[src/rtl/lfsr_rand_arbiter.sv]
// lfsr_rand_arbiter: one 16-bit Galois LFSR (x^16+x^15+x^2+1) shared by
// NUM_REQ random-number consumers through a round-robin arbiter.
// After reset or a seed load the LFSR runs WARMUP_CYCLES warm-up steps.
// The block then serves at most one grant per cycle. The LFSR advances
// only on grants, so each seed gives a reproducible sequence.
//
// Ports:
//   clk_in        - clock, rising edge
//   rst_in        - synchronous active-high reset
//   seed_in       - seed value, loaded when seed_valid_in is high
//   seed_valid_in - 1-cycle pulse: load seed, restart warm-up
//   req_in        - level request per requester, held until granted
//   ready_out     - high while serving (registered state)
//   grant_out     - one-hot grant pulse, registered
//   data_out      - random word for the granted requester
//   valid_out     - high in the cycle grant_out is nonzero
//
// Optional feature macro: LFSR_ARB_ZERO_GUARD_EN
//   When defined, a zero seed is replaced by DEFAULT_SEED. All-zero is the
//   lock-up state of the LFSR.
module lfsr_rand_arbiter #(
  parameter int unsigned NUM_REQ       = 4,
  parameter int unsigned WARMUP_CYCLES = 16,
  parameter logic [15:0] DEFAULT_SEED  = 16'hACE1
) (
  input  logic               clk_in,
  input  logic               rst_in,
  input  logic [15:0]        seed_in,
  input  logic               seed_valid_in,
  input  logic [NUM_REQ-1:0] req_in,
  output logic               ready_out,
  output logic [NUM_REQ-1:0] grant_out,
  output logic [15:0]        data_out,
  output logic               valid_out
);

  typedef enum logic {WARM, SERVE} state_t;

  localparam int unsigned PTR_W = (NUM_REQ > 1) ? $clog2(NUM_REQ) : 1;
  localparam int unsigned CNT_W = (WARMUP_CYCLES > 0) ? $clog2(WARMUP_CYCLES + 1) : 1;
  localparam logic [CNT_W-1:0] CNT_INIT = CNT_W'(WARMUP_CYCLES);
  localparam state_t START_STATE = (WARMUP_CYCLES == 0) ? SERVE : WARM;

  state_t             state, state_n;
  logic [15:0]        lfsr, lfsr_n;
  logic [CNT_W-1:0]   cnt, cnt_n;
  logic [PTR_W-1:0]   rr_ptr, rr_ptr_n;
  logic [NUM_REQ-1:0] grant_n;
  logic [15:0]        data_n;
  logic               valid_n;
  logic               found;
  logic [PTR_W-1:0]   win, idx;
  logic [15:0]        seed_eff;

  // Galois step: feedback bit q[15] is injected at taps 0, 1 and 14.
  function automatic logic [15:0] lfsr_step(input logic [15:0] q);
    logic [15:0] n;
    n     = {q[14:0], q[15]};
    n[1]  = q[0] ^ q[15];
    n[14] = q[13] ^ q[15];
    return n;
  endfunction

  // Seed actually loaded into the LFSR.
  always_comb begin
`ifdef LFSR_ARB_ZERO_GUARD_EN
    seed_eff = (seed_in == 16'h0000) ? DEFAULT_SEED : seed_in;
`else
    seed_eff = seed_in;
`endif
  end

  // Round-robin pick: the first asserted request scanning upward from rr_ptr.
  always_comb begin
    found = 1'b0;
    win   = '0;
    idx   = '0;
    for (int unsigned i = 0; i < NUM_REQ; i++) begin
      idx = PTR_W'((32'(rr_ptr) + i) % NUM_REQ);
      if (!found && req_in[idx]) begin
        found = 1'b1;
        win   = idx;
      end
    end
  end

  // Next-state and output logic.
  always_comb begin
    state_n  = state;
    lfsr_n   = lfsr;
    cnt_n    = cnt;
    rr_ptr_n = rr_ptr;
    grant_n  = '0;
    data_n   = data_out;
    valid_n  = 1'b0;
    if (seed_valid_in) begin
      lfsr_n  = seed_eff;
      cnt_n   = CNT_INIT;
      state_n = START_STATE;
    end else begin
      unique case (state)
        WARM: begin
          if (cnt == '0) begin
            state_n = SERVE;
          end else begin
            lfsr_n = lfsr_step(lfsr);
            cnt_n  = cnt - CNT_W'(1);
          end
        end
        SERVE: begin
          if (found) begin
            grant_n  = NUM_REQ'(1) << win;
            data_n   = lfsr;
            valid_n  = 1'b1;
            lfsr_n   = lfsr_step(lfsr);
            rr_ptr_n = PTR_W'((32'(win) + 1) % NUM_REQ);
          end
        end
        default: state_n = START_STATE;
      endcase
    end
  end

  // State register; ready_out mirrors the registered state.
  always_ff @(posedge clk_in) begin
    if (rst_in) begin
      state     <= START_STATE;
      lfsr      <= DEFAULT_SEED;
      cnt       <= CNT_INIT;
      rr_ptr    <= '0;
      grant_out <= '0;
      data_out  <= '0;
      valid_out <= 1'b0;
      ready_out <= (START_STATE == SERVE);
    end else begin
      state     <= state_n;
      lfsr      <= lfsr_n;
      cnt       <= cnt_n;
      rr_ptr    <= rr_ptr_n;
      grant_out <= grant_n;
      data_out  <= data_n;
      valid_out <= valid_n;
      ready_out <= (state_n == SERVE);
    end
  end

endmodule

[config.mk]
export PLATFORM = sky130hd
export DESIGN_NAME = lfsr_rand_arbiter
export DESIGN_NICKNAME = d
export VERILOG_FILES = /design/src/rtl/lfsr_rand_arbiter.sv
export SDC_FILE = /design/constraint.sdc
export NUM_CORES = 1
export LEC_CHECK = 0
export ABC_AREA = 1
export BUFFER_PORTS_ARGS = -buffer_cell sky130_fd_sc_hd__clkbuf_2
export CAP_MARGIN = 30
export CORE_AREA = 8 8 76 78
export DETAILED_ROUTE_END_ITERATION = 16
export DIE_AREA = 0 0 84 86
export MAX_ROUTING_LAYER = met4
export PLACE_DENSITY = 0.75
export SLEW_MARGIN = 20
export SYNTH_ARGS = -nofsm -noshare
export SYNTH_HDL_FRONTEND = slang
export SYNTH_SLANG_ARGS = --single-unit
[constraint.sdc]
create_clock -name clk_in -period 1.5 [get_ports clk_in]
set_input_delay 0.15 -clock clk_in [delete_from_list [all_inputs] [get_ports clk_in]]
set_output_delay 0.15 -clock clk_in [all_outputs]
set_load 0.05 [all_outputs]
---- After elaboration in Yosys (flattened, before gate mapping) ----
Index checks and enable logic that the tools add are counted.
Widths: inputs -> output; s select.
cells by class
  shift-type cells ........................ 1
  reduce and logical (&&, ||, !) cells .... 13
  $add $sub $neg .......................... 5
  equality and inequality tests ........... 2
  bitwise logic cells ..................... 6
  mux-type cells .......................... 23
  $lt $le $gt $ge ......................... 4
operator list
  operator             count
  $mux 16              3
  $pmux 16 s2          1
  $lt 2x3->1 const B   4
  $mux 1               11
  $bmux 1 s2           4
  $mux 2               4
  $logic_not 5->1      1
  $sub 5x1->5 const B  1
  $add 2x1->2 const B  2
  $add 2x2->2 const B  2
  $not 1->1            4
  $reduce_and 2->1     2
  $reduce_or 4->1      1
  $shl 1x2->4 const A  1
  $logic_and 1x1->1    3
  $logic_not 1->1      3
  $ne 3x2->1 const B   1
  $ne 3x3->1 const B   1
  $reduce_and 3->1     1
  $reduce_or 3->1      1
  $reduce_or 2->1      1
  $xor 1x1->1          2
storage, ports and cells
  register bits ........................... 45
  output and inout bits ................... 22
  input port bits ......................... 23
  word-level logic and storage cells ...... 61

---- Longest topological paths before layout ----
Gate-level depths: netlist of the first run.
  depth after elaboration ................. 15
  depth in mapped cells ................... 14
  mapped depth without buffers ............ 14

---- Worst setup path after synthesis of the first run ----
Ideal clock, no wire load.
  kind .................................... register to register
  from .................................... reg rr_ptr[0]
  to ...................................... reg lfsr[14]
  stages on the path, launching flop included .. 12
  period minus slack after synthesis ...... 1563 ps
  required time ........................... 1387 ps
  data arrival time ....................... 1450 ps
  path slack .............................. -63 ps
  setup time .............................. 113 ps
  path buffers ............................ 2
  path through ............................ dfxtp_1 buf_6 nand2_2 nand3_1 nand2_2 nor2_4 nand3_2 nand2_2 nand3_4 buf_6 o21ai_1 nor2_1
on the way
  longest elaborated chain between the ends .. 14
  elaborated cells on any way between the ends .. 23
  those cells by class .................... add/sub: 3; eq/ne: 1; mux: 12; reduce/logical: 7
RTL lines
  item                                                  line  source
  start, declared                                       47    logic [PTR_W-1:0] rr_ptr, rr_ptr_n;
  start signal, assigned                                139   rr_ptr <= rr_ptr_n;
  branches (longest 11 deep; another with $add 2x1->2)  n/a
  $mux 1 (*)                                            80    if (!found && req_in[idx]) begin
  $ne 3x2->1 (no line) (*)                              n/a
  $reduce_and 2->1 (no line) (*)                        n/a
  end signal, assigned                                  137   lfsr <= lfsr_n;
  end, declared                                         45    logic [15:0] lfsr, lfsr_n;
Mark *: on every way between the ends. The select of a mux whose other input is x is not followed.
A chain may end at the register's enable or synchronous reset.

---- Worst setup path in the final report of the first run ----
  from .................................... reg rr_ptr[0]
  to ...................................... reg lfsr[1]
The elaborated chain is that of the path after synthesis.

==> results of run 1 <==
## worst max-delay path: cells and delay by family, from the launching register on
kind | cells | cell delay, ns
buf+inv | 2 | 0.30
flops | 1 | 0.37
simple gates | 10 | 0.94
## cell usage after synthesis, types with 2 or more instances
cell,count,share of area (%)
nor3_1,3,0.72
inv_1,31,5.6
dfxtp_1,45,43
o211ai_1,8,2.9
clkbuf_1,6,1.1
o21ai_1,2,0.48
buf_6,2,1.1
or2_2,2,0.60
nand3_1,14,3.3
nand2_1,88,16
buf_2,2,0.48
nand3_2,2,0.96
nor2_1,13,2.3
inv_2,3,0.54
a21oi_1,28,6.7
o21ai_0,21,5.0
nand2_2,6,1.8
mux2i_1,3,1.4
nor3b_1,2,0.72
## sequential cells by signal, indices dropped and copies added (netlist names)
signal and count:
grant_out 4, cnt 5, data_out 16, lfsr 16, state 1, rr_ptr 2, valid_out 1
## power by group
part / internal (mW) / total, mW / leakage (nW) / switching [mW]
Combinational: 0.204 / 0.507 / 0.970 / 0.303
Clock: 0.500 / 0.917 / 0.0554 / 0.417
Sequential: 1.25 / 1.30 / 0.370 / 0.0439
## area by class of cell
| cell class | count | area [um^2] |
|---|---|---|
| clock buffer | 6 | 72.6 |
| clock inverter | 2 | 38.8 |
| fill | 388 | 1740 |
| inverter | 36 | 155 |
| multi-input combinational | 202 | 1200 |
| sequential | 45 | 911 |
| tap | 54 | 67.6 |
| timing repair buffer | 66 | 413 |
| timing repair inverter | 1 | 6.26 |
## how the worst max path moves through the flow
stage,start,to,cells past startpoint
floorplan,rr_ptr[0],lfsr[14],12
global placement,rr_ptr[0],lfsr[14],11
detailed placement,rr_ptr[0],lfsr[1],10
CTS,rr_ptr[0],lfsr[3],12
global route,rr_ptr[0],lfsr[1],11
finish,rr_ptr[0],lfsr[1],12
## per-layer routing
metal / share of wire [%] / up-vias
li1: - / 1078
met1: 42 / 934
met2: 49 / 68
met3: 6.3 / 13
met4: 2.6 / 0
met5: 0 / -
## timing repair
action / in CTS / in global routing
gates resized for setup: 41 / 31
setup endpoints to repair: 39 / 43
pin swaps: 6 / 9
setup buffers: 2 / 0
gates cloned: 3 / 0
## logic make-up after synthesis
kind of cell / after synthesis / synth area share (%)
compound gates: 60 / 15.4
xor+xnor: 1 / 0.419
mux: 3 / 1.44
fa+ha+maj: 1 / 0.598
buf+inv: 47 / 10.3
flops: 45 / 43.1
simple gates: 135 / 28.8
==> results.sh, run 1 <==
export IMPL_routed_wl_um=5630
export IMPL_wl_per_cell_um=13.7
export IMPL_grtUsageTotal_pct=15.7
export IMPL_crit_chain="buf_12, nand2_4, nand2_4, nand2_2, nand2_2, nor2_4, nand3_4, nand2_4, nand3_4, inv_8, nor2_2, nor2_1"
export IMPL_h_tree_depth=2
export IMPL_r2r_cells=12
export IMPL_clk_latency_ns=0.31
export IMPL_post_place_cells=399
export IMPL_root_buffer="clkbuf_8"
export IMPL_fp_dieW_um=84
export IMPL_min_from="seed_in[13]"
export IMPL_fin_skew_ns=0.00770
export IMPL_setup_violations_final=36
export IMPL_yosysWarnings=0
export IMPL_holdWs_ns=0.0737
export IMPL_crit_type="reg -> reg"
export IMPL_max_freq_mhz=602
export IMPL_die_y_um=86
export IMPL_cp_end_kind="flop"
export IMPL_synth_ff_type="dfxtp_1"
export IMPL_irDropWorstVdd_mv=0.406
export IMPL_period_share_pct=111
export IMPL_nets=381
export IMPL_failed_checks="negative setup slack"
export IMPL_p_per_area_nw_per_um2=951
export IMPL_cp_max_fo=8
export IMPL_clk_pin_slew_worst_paths_ns=0.09
export IMPL_status="finished with violations"
export IMPL_coreArea_um2=4600
export IMPL_use_met1_pct=17.4
export IMPL_hpwlAfterDp_um=3660
export IMPL_total_power_mw=2.72
export IMPL_vias_per_cell=5.08
export IMPL_worst_pin_slew_ns=0.528
export IMPL_drv_slew=0
export IMPL_synthCells=292
export IMPL_final_hold_violation_count=0
export IMPL_n_antenna_cell=0
export IMPL_grt_pass1_wl_um=9270
export IMPL_globalRouteMet2Util_pct=26.1
export IMPL_first_iter_violations=165
export IMPL_setup_slack_ns=-0.160
export IMPL_initial_core_util_pct=45.5
export IMPL_hold_depth=3
export IMPL_cts_hold_buffers=0
export IMPL_ys_seq_elements=45
export IMPL_netlist_area_um2=2090
export IMPL_ant_nets=0
export IMPL_boundaryPins=45
export IMPL_grt_pass1_vias=2031
export IMPL_min_path_type="in -> reg"
export IMPL_port_buffers=44
export IMPL_power_leakage_nw=1.40
export IMPL_place_area_um2=2480
export IMPL_clock_path_buffers=2
export IMPL_busiest_layer="met2"
export IMPL_cts_tree="done"
export IMPL_synth_edf_count=0
export IMPL_crit_path_top_delay_cell="dfxtp_4"
export IMPL_synthArstFlopShare_pct=0
export IMPL_maxSlewHeadroom_pct=64.6
export IMPL_dieArea_um2=7220
export IMPL_final_layout_size_suffix_gt1_share_pct=40.5
export IMPL_period_minus_slack_ns=1.66
export IMPL_grt_antenna_before_repair=0
export IMPL_postSynthNetCount=316
export IMPL_worstPathRequired_ns=1.74
export IMPL_cts_sinks=45
export IMPL_first_pass_iters=4
export IMPL_area_growth_pct=36.7
export IMPL_hold_end="lfsr[13]"
export IMPL_final_cell_area_um2=2860
export IMPL_final_cells=412
export IMPL_cts_buffers=5
export IMPL_drc=0
export IMPL_setup_tns_ns=-3.65
export IMPL_final_core_util_pct=62.2
export IMPL_cp_arrival_ns=1.90
export IMPL_ys_types=30
export IMPL_r2r_end="lfsr[1]"
export IMPL_r2r_slack_ns=-0.16
export IMPL_use_met3_pct=4.55
export IMPL_final_cell_mix="nand2_1, clkbuf_2, dfxtp_1, inv_1, a21oi_1"
export IMPL_rows=25
export IMPL_regToRegStartpoint="rr_ptr[0]"
export IMPL_rsz0062_at_grt="true"
export IMPL_cpPeakStageDelay_ns=0.37
export IMPL_maxCapViolCount=0
export IMPL_routabilityCongestion=0.889
export IMPL_avgSynthCellArea_um2=7.16
export IMPL_mostFrequentLayoutCell="nand2_1"
export IMPL_ys_seq_area_share_pct=43.1
export IMPL_critPathLaunchType="flop"
export IMPL_grt_overflow=0
export IMPL_post_place_ws_ns=-0.187
export IMPL_grt_max_degree=22
export IMPL_vias=2093
export IMPL_cp_common_cell="nand2_4"
Note: power is estimated with default switching activity, not from simulation.
==> run 2: changes to the inputs <==
ABC_AREA = unset   (was 1)
CORE_AREA = 8 8 74 76   (was 8 8 76 78)
DIE_AREA = 0 0 82 84   (was 0 0 84 86)
PLACE_DENSITY = 0.76   (was 0.75)
==> results.sh, run 2 <==
export IMPL_clk_latency_ns=0.31
export IMPL_drv_slew=0
export IMPL_cp_arrival_ns=1.95
export IMPL_swShare_pct=27.8
export IMPL_fp_dieW_um=82
export IMPL_synth_ff_type="dfxtp_1"
export IMPL_avgSynthCellArea_um2=8.98
export IMPL_period_share_pct=117
export IMPL_boundaryPins=45
export IMPL_drc=0
export IMPL_nets=302
export IMPL_seqPwrFrac_pct=53.3
export IMPL_r2r_cells=6
export IMPL_worst_pin_slew_ns=0.496
export IMPL_ys_seq_elements=45
export IMPL_synthTopCellsByCount="dfxtp_1, nand2_1, a21oi_1, nor2_1, a211oi_1"
export IMPL_synth_top_cell_by_area="dfxtp_1"
export IMPL_coreArea_um2=4260
export IMPL_dieArea_um2=6890
export IMPL_hold_end="lfsr[6]"
export IMPL_post_synth_top_count_cell="dfxtp_1"
export IMPL_grt_pass1_vias=1735
export IMPL_max_freq_mhz=569
export IMPL_rows=24
export IMPL_failed_checks="negative setup slack"
export IMPL_post_place_cells=319
export IMPL_combinationalPowerShare_pct=15.5
export IMPL_yosysWarnings=0
export IMPL_power_leakage_nw=1.05
export IMPL_maxSlewHeadroom_pct=66.6
export IMPL_r2r_end="lfsr[14]"
export IMPL_synth_edf_count=0
export IMPL_seqCellArea_um2=907
export IMPL_cp_end_kind="flop"
export IMPL_status="finished with violations"
export IMPL_final_cell_mix="clkbuf_2, dfxtp_1, nand2_1, a21oi_1, buf_4"
export IMPL_area_growth_pct=26.4
export IMPL_clk_pin_slew_worst_paths_ns=0.10
export IMPL_holdWs_ns=0.149
export IMPL_post_place_ws_ns=-0.345
export IMPL_first_iter_violations=107
export IMPL_synth_area_leaders="dfxtp_1, a21oi_1, nand2_1"
export IMPL_largestRegisters="data_out: 16 flops, lfsr: 16 flops, cnt: 5 flops"
export IMPL_die_y_um=84
export IMPL_synth_top_cell_area_share_pct=45.0
export IMPL_n_antenna_cell=0
export IMPL_grt_antenna_before_repair=0
export IMPL_crit_type="reg -> reg"
export IMPL_port_buffers=44
export IMPL_clkPwrFrac_pct=31.2
export IMPL_min_from="seed_in[6]"
export IMPL_grtUsageTotal_pct=14.8
export IMPL_cts_buffers=5
export IMPL_mostFrequentLayoutCell="clkbuf_2"
export IMPL_period_minus_slack_ns=1.76
export IMPL_vias=1747
export IMPL_first_pass_iters=4
export IMPL_irDropWorstVdd_mv=0.518
export IMPL_postSynthNetCount=247
export IMPL_root_buffer="clkbuf_8"
export IMPL_synthCells=223
export IMPL_cp_max_fo=8
export IMPL_hpwlAfterDp_um=3170
export IMPL_grt_max_degree=44
export IMPL_final_hold_violation_count=0
export IMPL_final_cells=331
export IMPL_cts_tree="done"
export IMPL_grt_overflow=0
export IMPL_vias_per_cell=5.28
export IMPL_final_layout_size_suffix_gt1_share_pct=38.4
export IMPL_setup_violations_final=16
export IMPL_rsz0062_at_grt="true"
export IMPL_r2r_slack_ns=-0.26
export IMPL_min_path_type="in -> reg"
export IMPL_cts_hold_buffers=0
export IMPL_multi_input_area_um2=1070
export IMPL_synthArstFlopShare_pct=0
export IMPL_wl_per_cell_um=14.4
export IMPL_clock_path_buffers=2
export IMPL_routabilityCongestion=0.834
export IMPL_ys_types=37
export IMPL_h_tree_depth=2
export IMPL_p_switching_mw=0.682
export IMPL_routed_wl_um=4760
export IMPL_fillers=393
export IMPL_initial_core_util_pct=47.0
export IMPL_critPathLaunchType="flop"
export IMPL_regToRegStartpoint="cnt[1]"
export IMPL_ys_seq_area_share_pct=45.0
export IMPL_setup_slack_ns=-0.256
export IMPL_hold_depth=3
export IMPL_power_internal_mw=1.77
export IMPL_grt_pass1_wl_um=7850
export IMPL_netlist_area_um2=2000
export IMPL_p_per_area_nw_per_um2=967
export IMPL_worstPathRequired_ns=1.69
export IMPL_ant_nets=0
export IMPL_fin_skew_ns=0.0108
export IMPL_cts_sinks=45
export IMPL_maxCapViolCount=0
-- run 2: worst max-delay path by stage --
stage / slack, ns / startpoint / cells after the start / to
after floorplan: -0.23 / cnt[0] / 7 / lfsr[14]
after global routing: -0.30 / cnt[1] / 6 / lfsr[6]
after detailed placement: -0.34 / cnt[0] / 6 / lfsr[7]
final: -0.26 / cnt[1] / 6 / lfsr[14]
after global placement: -0.28 / cnt[0] / 6 / lfsr[0]
after CTS: -0.31 / cnt[1] / 6 / lfsr[14]
-- run 2: power by group through the flow --
| stage | Sequential, mW | Combinational (mW) | Clock (mW) |
|---|---|---|---|
| CTS | 1.30 | 0.369 | 0.794 |
| global placement | 1.32 | 0.332 | 0 |
| finish | 1.30 | 0.379 | 0.765 |
| floorplan | 1.34 | 0.235 | 0 |
| detailed placement | 1.33 | 0.343 | 0 |
| global route | 1.31 | 0.416 | 0.838 |
-- run 2: stage by stage --
step	instance area [um^2]	utilization, %	power (mW)	setup TNS (ns)
3_3_place_gp	2320	54.4	1.66	-4.44
3_5_place_dp	2320	54.4	1.67	-5.35
2_1_floorplan	2040	-	1.57	-3.50
6_report	2530	59.4	2.45	-3.60
4_1_cts	2490	58.3	2.46	-4.30
5_1_grt	2530	59.4	2.57	-4.31
-- run 2: repair_timing --
action                                  in CTS  in global routing
gates resized for setup                     11                 10
endpoints found under the setup margin      37                 29
cloned                                       3                  0
setup buffers                                0                  1
pin swaps                                    4                  4
-- run 2: final cells by class --
type,count,area share (%)
clock inverter,3,0.840
tap,52,2.57
clock buffer,5,2.72
sequential,45,35.8
timing repair buffer,62,14.7
multi-input combinational,157,42.3
inverter,7,1.04
-- run 2: worst max-delay path, stage by stage (launching register included) --
cell	delay, ns
dfxtp_2	0.33
inv_2	0.06
ha_4	0.13
or4b_4	0.50
o32a_4	0.40
mux2i_1	0.16
nor2_1	0.06
-- run 2: kinds of logic (layout without fill, tap and decap cells) --
| group | count (synthesis) | in the layout | synth area share [%] |
|---|---|---|---|
| xor+xnor | 3 | 3 | 1.31 |
| simple gates | 80 | 80 | 19.8 |
| fa+ha+maj | 1 | 1 | 0.625 |
| compound gates | 63 | 65 | 21.3 |
| mux | 8 | 8 | 4.00 |
| buf+inv | 23 | 77 | 7.99 |
| flops | 45 | 45 | 45.0 |
-- run 2: layer usage --
metal,GRT usage [%],vias to the layer above,share of wire (%)
met5,-,-,0
met4,5.27,0,1.4
met3,4.85,6,6.0
met2,23.0,39,47
met1,17.1,814,45
li1,-,888,-
